<file path="src/rtl/ds_capture_ctrl.sv">
// Capture controller: gates a decimating filter chain, discards settle samples, buffers captured samples in a FIFO.
// Optional per-entry sample tag storage enabled by defining DS_CAPTURE_TAG_EN.
module ds_capture_ctrl #(
    parameter int DW    = 16,
    parameter int DEPTH = 16
) (
    input  logic                     clk,
    input  logic                     reset,
    input  logic                     start,
    input  logic                     abort,
    input  logic [7:0]               settle_cnt,
    input  logic [15:0]              num_samples,
    output logic                     filter_enable,
    input  logic                     flt_ce,
    input  logic [DW-1:0]            flt_data,
    input  logic                     rd_en,
    output logic [DW-1:0]            rd_data,
    output logic [7:0]               rd_tag,
    output logic                     rd_valid,
    output logic [$clog2(DEPTH):0]   level,
    output logic                     busy,
    output logic                     done,
    output logic                     overflow
);
    localparam int AW = $clog2(DEPTH);
    localparam logic [AW:0] LVL_FULL = (AW+1)'(DEPTH);
`ifdef DS_CAPTURE_TAG_EN
    localparam int EW = DW + 8;
`else
    localparam int EW = DW;
`endif

    typedef enum logic [1:0] {S_IDLE, S_SETTLE, S_CAPTURE, S_DONE} state_t;
    state_t state_q, state_d;

    logic [7:0]    settle_tgt_q, settle_tgt_d, settle_q, settle_d;
    logic [15:0]   num_q, num_d, sample_q, sample_d;
    logic          filter_enable_q, filter_enable_d, overflow_q, overflow_d;
    logic [AW-1:0] wr_ptr_q, wr_ptr_d, rd_ptr_q, rd_ptr_d;
    logic [AW:0]   level_q, level_d;
    logic [DW-1:0] rd_data_q, rd_data_d;
    logic          rd_valid_q, rd_valid_d;
    logic [EW-1:0] mem_q [DEPTH];
    logic [EW-1:0] wr_entry;

    logic start_acc, settle_ce, cap_ce, last_sample, pop, push, full;

    always_comb begin
        start_acc   = (state_q == S_IDLE) && start;
        settle_ce   = (state_q == S_SETTLE) && flt_ce && !abort;
        cap_ce      = (state_q == S_CAPTURE) && flt_ce && !abort;
        last_sample = (num_q != 16'd0) && ((sample_q + 16'd1) == num_q);
        full        = (level_q == LVL_FULL);
        pop         = rd_en && (level_q != '0);
        // When full, a same-cycle pop frees the slot the push lands in.
        push        = cap_ce && (!full || pop);
    end

    always_ff @(posedge clk) begin
        if (reset) state_q <= S_IDLE;
        else       state_q <= state_d;
    end

    always_comb begin
        state_d = state_q;
        case (state_q)
            S_IDLE:    if (start) state_d = (settle_cnt != 8'd0) ? S_SETTLE : S_CAPTURE;
            S_SETTLE: begin
                if (abort) state_d = S_IDLE;
                else if (flt_ce && (settle_q == settle_tgt_q - 8'd1)) state_d = S_CAPTURE;
            end
            S_CAPTURE: begin
                if (abort) state_d = S_IDLE;
                else if (flt_ce && last_sample) state_d = S_DONE;
            end
            default:   state_d = S_IDLE;
        endcase
    end

    always_comb begin
        busy          = (state_q == S_SETTLE) || (state_q == S_CAPTURE);
        done          = (state_q == S_DONE);
        filter_enable = filter_enable_q;
        overflow      = overflow_q;
        level         = level_q;
        rd_data       = rd_data_q;
        rd_valid      = rd_valid_q;
    end

    always_comb begin
        settle_tgt_d    = settle_tgt_q;
        settle_d        = settle_q;
        num_d           = num_q;
        sample_d        = sample_q;
        overflow_d      = overflow_q;
        filter_enable_d = (state_d == S_SETTLE) || (state_d == S_CAPTURE);
        if (start_acc) begin
            settle_tgt_d = settle_cnt;
            num_d        = num_samples;
            settle_d     = 8'd0;
            sample_d     = 16'd0;
            overflow_d   = 1'b0;
        end
        if (settle_ce) settle_d = settle_q + 8'd1;
        if (cap_ce) begin
            sample_d = sample_q + 16'd1;
            if (full && !pop) overflow_d = 1'b1;
        end

        wr_ptr_d = push ? wr_ptr_q + 1'b1 : wr_ptr_q;
        rd_ptr_d = pop  ? rd_ptr_q + 1'b1 : rd_ptr_q;
        level_d  = level_q;
        if (push && !pop)      level_d = level_q + 1'b1;
        else if (!push && pop) level_d = level_q - 1'b1;
        rd_valid_d = pop;
        rd_data_d  = pop ? mem_q[rd_ptr_q][DW-1:0] : rd_data_q;
`ifdef DS_CAPTURE_TAG_EN
        wr_entry = {sample_q[7:0], flt_data};
`else
        wr_entry = flt_data;
`endif
    end

    always_ff @(posedge clk) begin
        if (reset) begin
            settle_tgt_q    <= '0;
            settle_q        <= '0;
            num_q           <= '0;
            sample_q        <= '0;
            filter_enable_q <= 1'b0;
            overflow_q      <= 1'b0;
            wr_ptr_q        <= '0;
            rd_ptr_q        <= '0;
            level_q         <= '0;
            rd_data_q       <= '0;
            rd_valid_q      <= 1'b0;
        end else begin
            settle_tgt_q    <= settle_tgt_d;
            settle_q        <= settle_d;
            num_q           <= num_d;
            sample_q        <= sample_d;
            filter_enable_q <= filter_enable_d;
            overflow_q      <= overflow_d;
            wr_ptr_q        <= wr_ptr_d;
            rd_ptr_q        <= rd_ptr_d;
            level_q         <= level_d;
            rd_data_q       <= rd_data_d;
            rd_valid_q      <= rd_valid_d;
        end
    end

    always_ff @(posedge clk) begin
        if (!reset && push) mem_q[wr_ptr_q] <= wr_entry;
    end

`ifdef DS_CAPTURE_TAG_EN
    logic [7:0] rd_tag_q, rd_tag_d;
    always_comb rd_tag_d = pop ? mem_q[rd_ptr_q][EW-1:DW] : rd_tag_q;
    always_ff @(posedge clk) begin
        if (reset) rd_tag_q <= 8'd0;
        else       rd_tag_q <= rd_tag_d;
    end
    assign rd_tag = rd_tag_q;
`else
    assign rd_tag = 8'd0;
`endif

endmodule
</file>
<file path="config.mk">
export PLATFORM = sky130hd
export DESIGN_NAME = ds_capture_ctrl
export DESIGN_NICKNAME = d
export VERILOG_FILES = /design/src/rtl/ds_capture_ctrl.sv
export SDC_FILE = /design/constraint.sdc
export NUM_CORES = 1
export LEC_CHECK = 0
export BUFFER_PORTS_ARGS = -buffer_cell sky130_fd_sc_hd__buf_4
export CELL_PAD_IN_SITES_DETAIL_PLACEMENT = 0
export CELL_PAD_IN_SITES_GLOBAL_PLACEMENT = 1
export CORE_MARGIN = 10
export CORE_UTILIZATION = 55
export CTS_CLUSTER_DIAMETER = 50
export DETAILED_ROUTE_END_ITERATION = 7
export GPL_TIMING_DRIVEN = 0
export PLACE_DENSITY = 0.95
export SLEW_MARGIN = 20
export SYNTH_ARGS = -nofsm -noshare
export SYNTH_HDL_FRONTEND = slang
export SYNTH_SLANG_ARGS = --single-unit
</file>
<file path="constraint.sdc">
create_clock -name clk -period 5.7 [get_ports clk]
set_input_delay 1.14 -clock clk [delete_from_list [all_inputs] [get_ports clk]]
set_output_delay 1.14 -clock clk [all_outputs]
set_load 0.03 [all_outputs]
</file>
* Word-level counts from Yosys, hierarchy flattened
Memory sizes are Yosys's and may differ from the RTL's. A register that Yosys moved wholly into a read port is not among the register bits. Cells that the tools add are included.
Cells by class: add/sub/neg operators 7, equal/unequal tests 8, mux-type cells 18, reduce and logical (&&, ||, !) cells 29
Operators with widths (count):
- $mux 16 | 2
- $add 16x1->16 const B | 1
- $eq 16x16->1 | 1
- $mux 8 | 2
- $reduce_bool 16->1 | 1
- $logic_and 1x1->1 | 14
- $mux 2 | 6
- $mux 5 | 2
- $add 4x1->4 const B | 2
- $add 8x1->8 const B | 1
- $eq 8x8->1 | 1
- $reduce_bool 8->1 | 1
- $sub 8x1->8 const B | 1
- $eq 2x2->1 const B | 3
- $pmux 2 s3 | 1
- $reduce_bool 2->1 | 3
- $add 5x1->5 const B | 1
- $eq 5x5->1 const B | 1
- $logic_not 1->1 | 5
- $mux 1 | 5
- $reduce_bool 5->1 | 1
- $sub 5x1->5 const B | 1
- $eq 2x1->1 const B | 2
- $logic_or 1x1->1 | 3
- $logic_not 2->1 | 1
Word-level totals: register bits after elaboration 66, memory bits (writable) 256, input bits 46, logic and storage cells 74, memories kept 1
Memory list:
- mem_q | words 16, width 16, read ports 1, clocked after Yosys merged registers in 1, wr ports 1, RTL line 43 | logic [EW-1:0] mem_q [DEPTH];

* Depth between registers and ports, before layout
Gate-level depths: netlist of the first run.
depth after elaboration 9, depth in mapped cells 13, mapped depth without buffers 13

* Worst setup path after synthesis of the first run
OpenSTA, ideal clock, no wires.
kind input -> register, start point input port abort, end point register level_q[4], in the netlist level[4], library setup time 71 ps, arrival time 3308 ps, data required time 5629 ps, path slack 2321 ps, stages on the path 11, path buffers 0, cell sequence inv_1 > nand3_1 > nor2_1 > ha_1 > inv_1 > fa_1 > a21o_1 > a21oi_1 > xnor2_1 > or3_1 > a21oi_1
Between the ends: cells in the longest elaborated chain, start to end 6
Ends and longest elaborated chain:
- start: declaration | RTL line 10 | input logic abort,
- $logic_not 1->1 * | RTL line 51 | cap_ce = (state_q == S_CAPTURE) && flt_ce && !abort;
- $logic_and 1x1->1 * | RTL line 51
- $logic_and 1x1->1 * | RTL line 56 | push = cap_ce && (!full || pop);
- named net push | RTL line 46 | logic start_acc, settle_ce, cap_ce, last_sample, pop, push, full;
- $logic_not 1->1 | RTL line 114 | else if (!push && pop) level_d = level_q - 1'b1;
- $logic_and 1x1->1 | RTL line 114
- $reduce_bool 2->1 (no line)
- end signal: assignment | RTL line 146 | level_q <= level_d;
- end: declaration | RTL line 40 | logic [AW:0] level_q, level_d;
Mark *: on every way through the listed nets, which the timed path passes. The rest lies on a longest branch. A chain may end at the register's enable or synchronous reset.

* Final worst setup path of the first run
start point register level_q[0], in the netlist level[0], end point register level_q[4], in the netlist level[4]
Between the ends: cells in the longest elaborated chain, start to end 7
Ends and longest elaborated chain:
- parallel branches: the longest is 7 deep, another holds $sub 5x1->5
Parallel ways; which one is timed is not known. The select of a mux whose other input is x is not followed.

==> metrics.txt, run 1 <==
vias=approximately 8,700; class of the worst hold path=flop to flop; critical path startpoint category=flop; Post-CTS Resized=0; post-synthesis compound-gate area fraction=5.15%; mux cell area share after synthesis=between 10% and 20%; clk buf depth=3; Hold-fix buffers, CTS=0; most common cell after layout, fill and taps aside=edfxtp_1; register bit total from synthesis=338; status=finished, final reports clean; Seq/Total Area, Yosys=around 66%; Max-slew headroom=slightly above 30%; CTS buffer count=37; max-cap viol count=0; Crit-path slowest cell=clkbuf_1; ratio of cells with drive above 1 in the final layout=between 20% and 30%; top_reg_cell synth=edfxtp_1; ANT nets after route=0; Critical Path RT=between 6 and 7 ns; area added between synthesis and finish=17.4%; f_max=between 0.2 and 0.3 GHz; sw frac=~28%; H-tree levels=2; final setup fails=0; vias in the first global route=around 9,000; initial antenna violation count=2; Post-Place Setup Slack=between 1.5 and 2 ns; internal power=approximately 4.7 mW; global placer's final weighted congestion=between 0.8 and 0.9; post-layout min period=about 3.9 ns; Placement Rows=58; # nets final=1,136; Crit path top cell by count=a21oi_1; post-CTS setup buffer count=0; VDD IR max=about 0.31 mV; Synth Area in Adders=~1.6%; most frequent cells in the layout=256 x edfxtp_1, 109 x nand2_1, 82 x dfxtp_1; Worst Hold Depth=2; Total Routing Usage GR=a little over a fifth; post-synthesis simple-gate area fraction=a little under a tenth; area of the core=between 20,000 and 30,000 um2; Via density=roughly 6.1; TritonCTS clock tree=built; Final Hold Vio Count=0; NetSw=approximately 1.8 mW; Starting DRT DRC Count=a little under 900; main combinational cell family by area after synthesis=multiplexers; initial core utilization=approximately 56%; root buffer cell=clkbuf_16; Avg Inst Size Synth=between 10 and 15 um2; Synth Cell Area=about 14,000 um2; CP cell instances=or4_1 -> o21a_1 -> clkinv_1 -> clkbuf_1 -> ha_1 -> inv_1 -> fa_1 -> a21o_1 -> a21oi_1 -> xnor2_1 -> or3_1 -> a21oi_1; largest net degree at the start of global routing=17; Total Power=6.53 mW; RSZ-0062 raised after global routing=false; Post-Route WL=about 36,000 um; CP max stage delay=0.65 ns; die height=between 150 and 200 um; CP max FO=10; setup skew after layout=~0.023 ns; final slew viol count=0; number of flops mapped to enable cells by yosys=between 200 and 300; Leak=5.51 nW; Pre-antenna DRT Iters=5; Final WS setup=1.84 ns; fin crit share=67.7%; post-synthesis xor/xnor area fraction=under 10%; sequential share of power=42.5%; Worst Setup End Kind=flop; Congestion Overflow GR=0; first-pass GRT wire length=around 54,000 um; Post-DP HPWL=around 23,000 um; I/O pin count=80; Gate Count Post-Synth=944; die area=approximately 32,000 um2; port buffer count=between 70 and 80; worst r2r path cells=12; clock-pin slew on the worst setup and hold paths=about 0.060 ns; Yosys cell types=61; PD cells=395 nW/um2; Post-synth ARST share=0%; drt wl/cell=between 20 and 30 um; clock share of power=~37%; Sum Neg Setup Slack=0 ns; Least-Margin Pin Slew=between 1 and 1.5 ns; worst endpoint data arrival time=between 4 and 5 ns; Final Core Density=between 60% and 70%; Setup Crit Path Kind=flop to flop; Warnings, synthesis=0; Num Clock Sinks=338; Die W=180 um; Worst-Skew Late Latency=0.54 ns; Logic pwr share=between 20% and 30%; drt drc=0
sequential cells by signal, summed over array words and instances (netlist names):
name,flops
mem_q,256
num_q,16
rd_data,16
sample_q,16
settle_q,8
settle_tgt_q,8
level,5
rd_ptr_q,4
wr_ptr_q,4
state_q,2
filter_enable,1
overflow,1
rd_valid,1
cell usage after synthesis, types with 2 or more instances:
cell	n	area (um2)
buf_4	10	75.1
nor2_1	70	263
nor3b_1	4	30.0
nand2b_1	5	31.3
and3_1	6	37.5
inv_1	12	45.0
buf_2	9	45.0
a311oi_1	2	17.5
nor4_1	5	31.3
o21ai_0	21	105
o311ai_1	2	17.5
mux2i_1	4	40.0
buf_1	8	30.0
ha_1	16	200
nor3_2	2	20.0
xnor2_1	24	210
or4_1	4	30.0
nor3_1	12	60.1
a21oi_1	73	365
a21o_1	3	22.5
a22oi_1	3	22.5
mux4_2	80	1800
a211oi_1	3	22.5
nand3_1	14	70.1
xor2_1	17	149
and3_4	4	45.0
nand4_1	9	56.3
or3_1	6	37.5
clkbuf_1	31	116
nand2_1	109	409
edfxtp_1	256	7690
dfxtp_1	82	1640
nand3b_1	6	45.0
and2_1	5	31.3
logic make-up (layout without fill, tap and decap cells):
logic type | Yosys count | after routing
xor+xnor | 41 | 41
simple gates | 269 | 269
other cells | 1 | 9
compound gates | 122 | 122
mux | 85 | 85
flops | 338 | 338
fa+ha+maj | 17 | 17
buf+inv | 71 | 221
power groups by stage:
stage	Clock, mW	Combinational, mW	Sequential, mW
floorplan	0	0.817	2.92
global placement	0	1.27	2.83
detailed placement	0	1.32	2.83
CTS	2.44	1.34	2.78
global route	2.53	1.43	2.79
finish	2.42	1.34	2.78
critical path: cells and delay by family, from the launching register on:
kind | cells | cell delay, ns
fa+ha+maj | 2 | 0.74
xor+xnor | 1 | 0.09
compound gates | 4 | 0.75
simple gates | 2 | 0.86
buf+inv | 3 | 0.97
flops | 1 | 0.37
final timing paths:
path | slack, ns | startpoint | end
max | 1.84 | level[0]$_SDFFE_PP0P_ | level[4]$_SDFFE_PP0P_
min | 0.46 | rd_data[15]$_SDFFE_PP0P_ | rd_data[15]$_SDFFE_PP0P_
max reg2reg | 1.84 | level[0]$_SDFFE_PP0P_ | level[4]$_SDFFE_PP0P_
min reg2reg | 0.46 | rd_data[15]$_SDFFE_PP0P_ | rd_data[15]$_SDFFE_PP0P_
layer usage:
metal	vias up	global-route usage, %	routed length [um]
li1	3849	-	-
met4	0	8.01	1230
met3	92	5.42	3100
met2	452	36.7	18100
met1	4349	26.3	13400
met5	-	0	0
metrics by stage:
stage / hold WS [ns] / instances / cell area [um2]
2_1_floorplan: 0.448 / 951 / 14100
3_3_place_gp: 0.444 / 1352 / 15100
3_5_place_dp: 0.452 / 1364 / 15300
4_1_cts: 0.459 / 1431 / 16500
5_1_grt: 0.485 / 1432 / 16500
6_report: 0.460 / 1432 / 16500
final cells by class:
cell class / count / area [um2]
multi-input cells: 542 / 4530
plain buffers: 58 / 269
clock buffers: 42 / 966
diodes: 1 / 2.50
inverters: 13 / 48.8
fillers: 1703 / 8630
well taps: 330 / 413
repair buffers: 83 / 713
clock inverters: 25 / 273
flip-flops and latches: 338 / 9330
(Power assumes the default switching activity.)
==> inputs of run 2 (changes only) <==
- CORE_UTILIZATION: 55 -> 46
- PLACE_DENSITY: 0.95 -> 0.86
- clock period: 5.7 -> 3.25 ns (I/O delays scaled with it)
==> run 2 against run 1 <==
  * Clock power increased by 68%
  * Routed wire length decreased by 3.3%
  * Flip-flop and latch count did not move
  * Non-clock buffer count grew 2
  * Core utilization is 11 points lower
  * Global-route usage is 3.7 points lower
  * Worst setup slack got worse by 1.6 ns
  * Cell area increased by 0.47%
  * Critical endpoint unchanged
  * Largest cell class unchanged
  * Highest routed layer unchanged
==> metrics.txt, run 2 (synthesis gave the netlist of run 1 again) <==
TritonCTS clock tree=built; Leak=about 5.5 nW; ANT nets after route=0; clock-pin slew on the worst setup and hold paths=roughly 0.060 ns; Via density=~5.7; HP Start=num_samples[10]; RSZ-0062 raised after global routing=false; initial antenna violation count=1; post-layout min period=roughly 3.0 ns; Top reg by flops=mem_q; class of the worst hold path=primary input to flop; Final Core Density=around 55%; Starting DRT DRC Count=around 800; internal reg-to-reg setup slack=0.24 ns; vias=8,520; worst r2r path cells=11; Final WS setup=between 0.2 and 0.25 ns; first-pass GRT wire length=about 53,000 um; PD cells=a little under 700 nW/um2; most frequent cells in the layout=256 x edfxtp_1, 109 x nand2_1, 84 x buf_4; ratio of cells with drive above 1 in the final layout=about a quarter; CP max FO=5; Post-Place Setup Slack=-0.602 ns; final setup fails=0; status=finished, final reports clean; clk buf depth=3; VDD IR max=around 0.56 mV; Post-DP HPWL=approximately 22,000 um; Critical Path RT=3.70 ns; worst endpoint data arrival time=around 3.5 ns; area added between synthesis and finish=18.0%; Final Hold Vio Count=0; Worst-Skew Late Latency=between 0.5 and 0.6 ns; H-tree levels=2; die height=just under 200 um; Hold EP=num_q[10]$_SDFFE_PP0P_; initial core utilization=46.3%; area of the core=30,400 um2; Worst Hold Depth=3; Die W=195 um; worst r2r src=level[0]$_SDFFE_PP0P_; root buffer cell=clkbuf_16; I/O pin count=80; most common cell after layout, fill and taps aside=edfxtp_1; setup skew after layout=between 0.015 and 0.02 ns; final slew viol count=0; Total Routing Usage GR=approximately 18%; drt wl/cell=roughly 23 um; Total Power=11.3 mW; Worst Setup End Kind=flop; Max-slew headroom=between 30% and 40%; critical path startpoint category=flop; # nets final=between 1,000 and 1,500; CTS buffer count=39; Placement Rows=64; largest net degree at the start of global routing=20; vias in the first global route=around 8,700; Least-Margin Pin Slew=about 1.0 ns; Hold-fix buffers, CTS=0; Num Clock Sinks=338; f_max=0.332 GHz; Congestion Overflow GR=0; Post-Route WL=~35,000 um; fin crit share=between 90 and 100%; max-cap viol count=0; global placer's final weighted congestion=about 0.85; max reg flops=256; drt drc=0; Reg-to-Reg End=level[4]$_SDFFE_PP0P_; Sum Neg Setup Slack=0 ns; Pre-antenna DRT Iters=5; die area=38,000 um2; Setup Crit Path Kind=flop to flop; port buffer count=71
==> run 2: metrics by stage <==
stage | hold slack (ns) | cells | cell area, um2
CTS | 0.363 | 1500 | 16600
finish | 0.377 | 1504 | 16600
global placement | 0.445 | 1418 | 15100
global route | 0.376 | 1504 | 16600
detailed placement | 0.447 | 1430 | 15400
floorplan | 0.448 | 951 | 14100
==> run 2: worst max-delay path by stage <==
stage                                startpoint                endpoint  slack [ns]  cells past startpoint
after floorplan           level[0]$_SDFFE_PP0P_   level[4]$_SDFFE_PP0P_        0.03                     12
after global placement                    abort  mem_q[15][0]$_DFFE_PP_       -0.87                      6
after detailed placement  level[0]$_SDFFE_PP0P_   level[4]$_SDFFE_PP0P_       -0.60                     12
after CTS                 level[0]$_SDFFE_PP0P_   level[4]$_SDFFE_PP0P_       0.008                     11
after global routing      level[0]$_SDFFE_PP0P_   level[4]$_SDFFE_PP0P_       0.004                     11
final                     level[0]$_SDFFE_PP0P_   level[4]$_SDFFE_PP0P_        0.24                     11
==> run 2: report_power, final <==
part | total [mW] | switching, mW | internal (mW)
Sequential | 4.87 | 0.109 | 4.76
Combinational | 2.37 | 1.31 | 1.06
Clock | 4.06 | 1.78 | 2.28
==> run 2: worst max-delay path, cell delays in order, from the launching register on <==
cell,delay [ns]
dfxtp_1,0.36
or4_1,0.62
o21a_1,0.29
clkinv_4,0.08
ha_1,0.17
inv_1,0.10
fa_1,0.41
a21o_1,0.17
a21oi_1,0.19
xnor2_1,0.09
or3_1,0.30
a21oi_1,0.14
==> run 2: metal layers <==
| metal | part of all wire (%) | GRT usage, % |
|---|---|---|
| met3 | 7.3 | 3.37 |
| met5 | 0 | 0 |
| met2 | 50 | 30.0 |
| met1 | 40 | 23.0 |
| met4 | 3.2 | 6.36 |
==> run 2: repair_timing <==
| item | 4_1_cts | 5_1_grt |
|---|---|---|
| pin swaps | 0 | 1 |
| gates cloned | 0 | 0 |
| setup buffers | 0 | 3 |
| endpoints found under the setup margin | 4 | 2 |
| gates resized for setup | 2 | 7 |
==> run 2: final cells by class <==
| class | instances | area [um2] |
|---|---|---|
| diodes | 1 | 2.50 |
| fillers | 2452 | 13800 |
| clock buffers | 49 | 1020 |
| clock inverters | 22 | 166 |
| inverters | 13 | 53.8 |
| plain buffers | 57 | 265 |
| flip-flops and latches | 338 | 9330 |
| repair buffers | 86 | 732 |
| well taps | 396 | 495 |
| multi-input cells | 542 | 4560 |
==> inputs of run 3 (changes only) <==
==> constraint.sdc (replaced) <==
create_clock -name clk -period 3.25 [get_ports clk]
set_input_delay 0.1625 -clock clk [delete_from_list [all_inputs] [get_ports clk]]
set_output_delay 0.1625 -clock clk [all_outputs]
set_load 0.03 [all_outputs]
==> run 3 against run 2 <==
  * Sequential share of layout area decreased by 1.3 points
  * Critical path depth down 5
  * Die area unchanged
  * Clock-buffer cell count unchanged
  * Combinational power about the same
  * Via count rose by 2.5%
  * Critical path type unchanged
  * Highest routed layer unchanged
==> metrics.txt, run 3 (synthesis gave the netlist of run 1 again) <==
# nets final=1,180; port buffer count=between 70 and 80; Starting DRT DRC Count=828; f_max=between 0.3 and 0.4 GHz; Die W=~200 um; drt wl/cell=around 22 um; Final Hold Vio Count=0; I/O pin count=80; VDD IR max=approximately 0.56 mV; fillers=around 2,400; TritonCTS clock tree=built; CP cell instances=clkbuf_1 -> clkbuf_1 -> mux4_2 -> mux4_2 -> nand2_1 -> a21oi_1; largest net degree at the start of global routing=20; critical path startpoint category=flop; Total Routing Usage GR=a little under a fifth; area of the core=between 30,000 and 40,000 um2; Top reg by flops=mem_q; Critical Path RT=3.63 ns; global placer's final weighted congestion=about 0.85; Worst Hold Depth=5; most common cell after layout, fill and taps aside=edfxtp_1; multi-input logic area=between 4000 and 5000 um2; CTS buffer count=39; worst r2r path cells=6; CP max stage delay=0.77 ns; PD cells=666 nW/um2; most frequent cells in the layout=256 x edfxtp_1, 109 x nand2_1, 84 x buf_4; clk buf depth=3; Post-Route WL=~35,000 um; H-tree levels=2; die area=about 38,000 um2; register area=about 9300 um2; area added between synthesis and finish=20.8%; ratio of cells with drive above 1 in the final layout=approximately 25%; post-layout min period=about 3 ns; root buffer cell=clkbuf_16; worst endpoint data arrival time=about 3.4 ns; ANT nets after route=0; max reg flops=around 260; final slew viol count=0; drt drc=0; vias=roughly 8,700; first-pass GRT wire length=between 50,000 and 60,000 um; initial antenna violation count=0; RSZ-0062 raised after global routing=false; worst hold slack=between 0.15 and 0.2 ns; max-cap viol count=0; Total Power=11.3 mW; Worst-Skew Late Latency=about 0.53 ns; Max-slew headroom=a little over a third; Post-DP HPWL=roughly 22,000 um; Leak=5.68 nW; Crit-path slowest cell=clkbuf_1; Least-Margin Pin Slew=0.979 ns; Congestion Overflow GR=0; Placement Rows=64; clock-pin slew on the worst setup and hold paths=about 0.060 ns; initial core utilization=roughly 46%; vias in the first global route=about 9,000; Pre-antenna DRT Iters=5; final antenna diode count=0; status=finished, final reports clean; CP max FO=10; die height=just under 200 um; fin crit share=92.8%; Worst Setup End Kind=flop; Num Clock Sinks=~340; Via density=between 5 and 6; class of the worst hold path=primary input to flop; final setup fails=0; setup skew after layout=between 0.01 and 0.015 ns; Setup Crit Path Kind=flop to flop
run 3: cell count changes in the layout (fill, tap and decap cells not counted):
cell,change
dlygate4sd3_1,+40
diode_2,-1
run 3: area by class of cell:
class,count,area share [%]
Multi-Input combinational cell,542,26.8
Tap cell,396,2.91
Buffer,57,1.56
Inverter,13,0.316
Timing Repair Buffer,126,6.65
Clock inverter,22,0.978
Clock buffer,49,6.01
Sequential cell,338,54.8
run 3: stage by stage:
stage | worst slack (ns) | area [um2] | utilization [%] | setup TNS (ns) | std cells
after floorplan | 0.0292 | 14100 | - | 0 | 951
final | 0.235 | 17000 | 55.9 | 0 | 1543
after global placement | -0.657 | 15100 | 49.8 | -127.02 | 1418
after global routing | 0.00385 | 17000 | 55.9 | 0 | 1543
after detailed placement | -0.602 | 15400 | 50.6 | -1.18 | 1430
after CTS | 0.00823 | 17000 | 55.8 | 0 | 1540
run 3: critical path: cells and delay by family, from the launching register on:
family	cells	cell delay, ns
and+or+nand+nor	1	0.12
muxes	2	0.92
AOI/OAI and AO/OA	1	0.08
DFF	1	0.37
buffers and inverters	2	1.37
run 3: where the power goes:
| part | switching, mW | total (mW) | internal [mW] |
|---|---|---|---|
| Sequential | 0.110 | 4.87 | 4.76 |
| Combinational | 1.31 | 2.40 | 1.09 |
| Clock | 1.78 | 4.06 | 2.28 |
| Total | 3.20 | 11.3 | 8.13 |
run 3: per-layer routing:
metal,share of wire [%],GRT usage [%],up-vias
met2,49,30.5,377
met5,0,0,-
met3,7.5,3.34,77
met4,3.2,6.19,0
li1,-,-,3929
met1,40,23.1,4350
run 3: worst paths after layout:
path	slack [ns]	startpoint	endpoint
max	0.24	rd_ptr_q[1]$_SDFFE_PP0P_	rd_data[13]$_SDFFE_PP0P_
min	0.17	start	state_q[1]$_SDFF_PP0_
max reg2reg	0.24	rd_ptr_q[1]$_SDFFE_PP0P_	rd_data[13]$_SDFFE_PP0P_
min reg2reg	0.45	rd_data[2]$_SDFFE_PP0P_	rd_data[2]$_SDFFE_PP0P_
run 3: repair_timing:
item                                    4_1_cts  5_1_grt
hold buffers                                 40        0
endpoints found under the setup margin        4        2
setup buffers                                 0        3
pin swaps                                     0        1
resized for setup                             2        7
hold endpoints to repair                    280        0
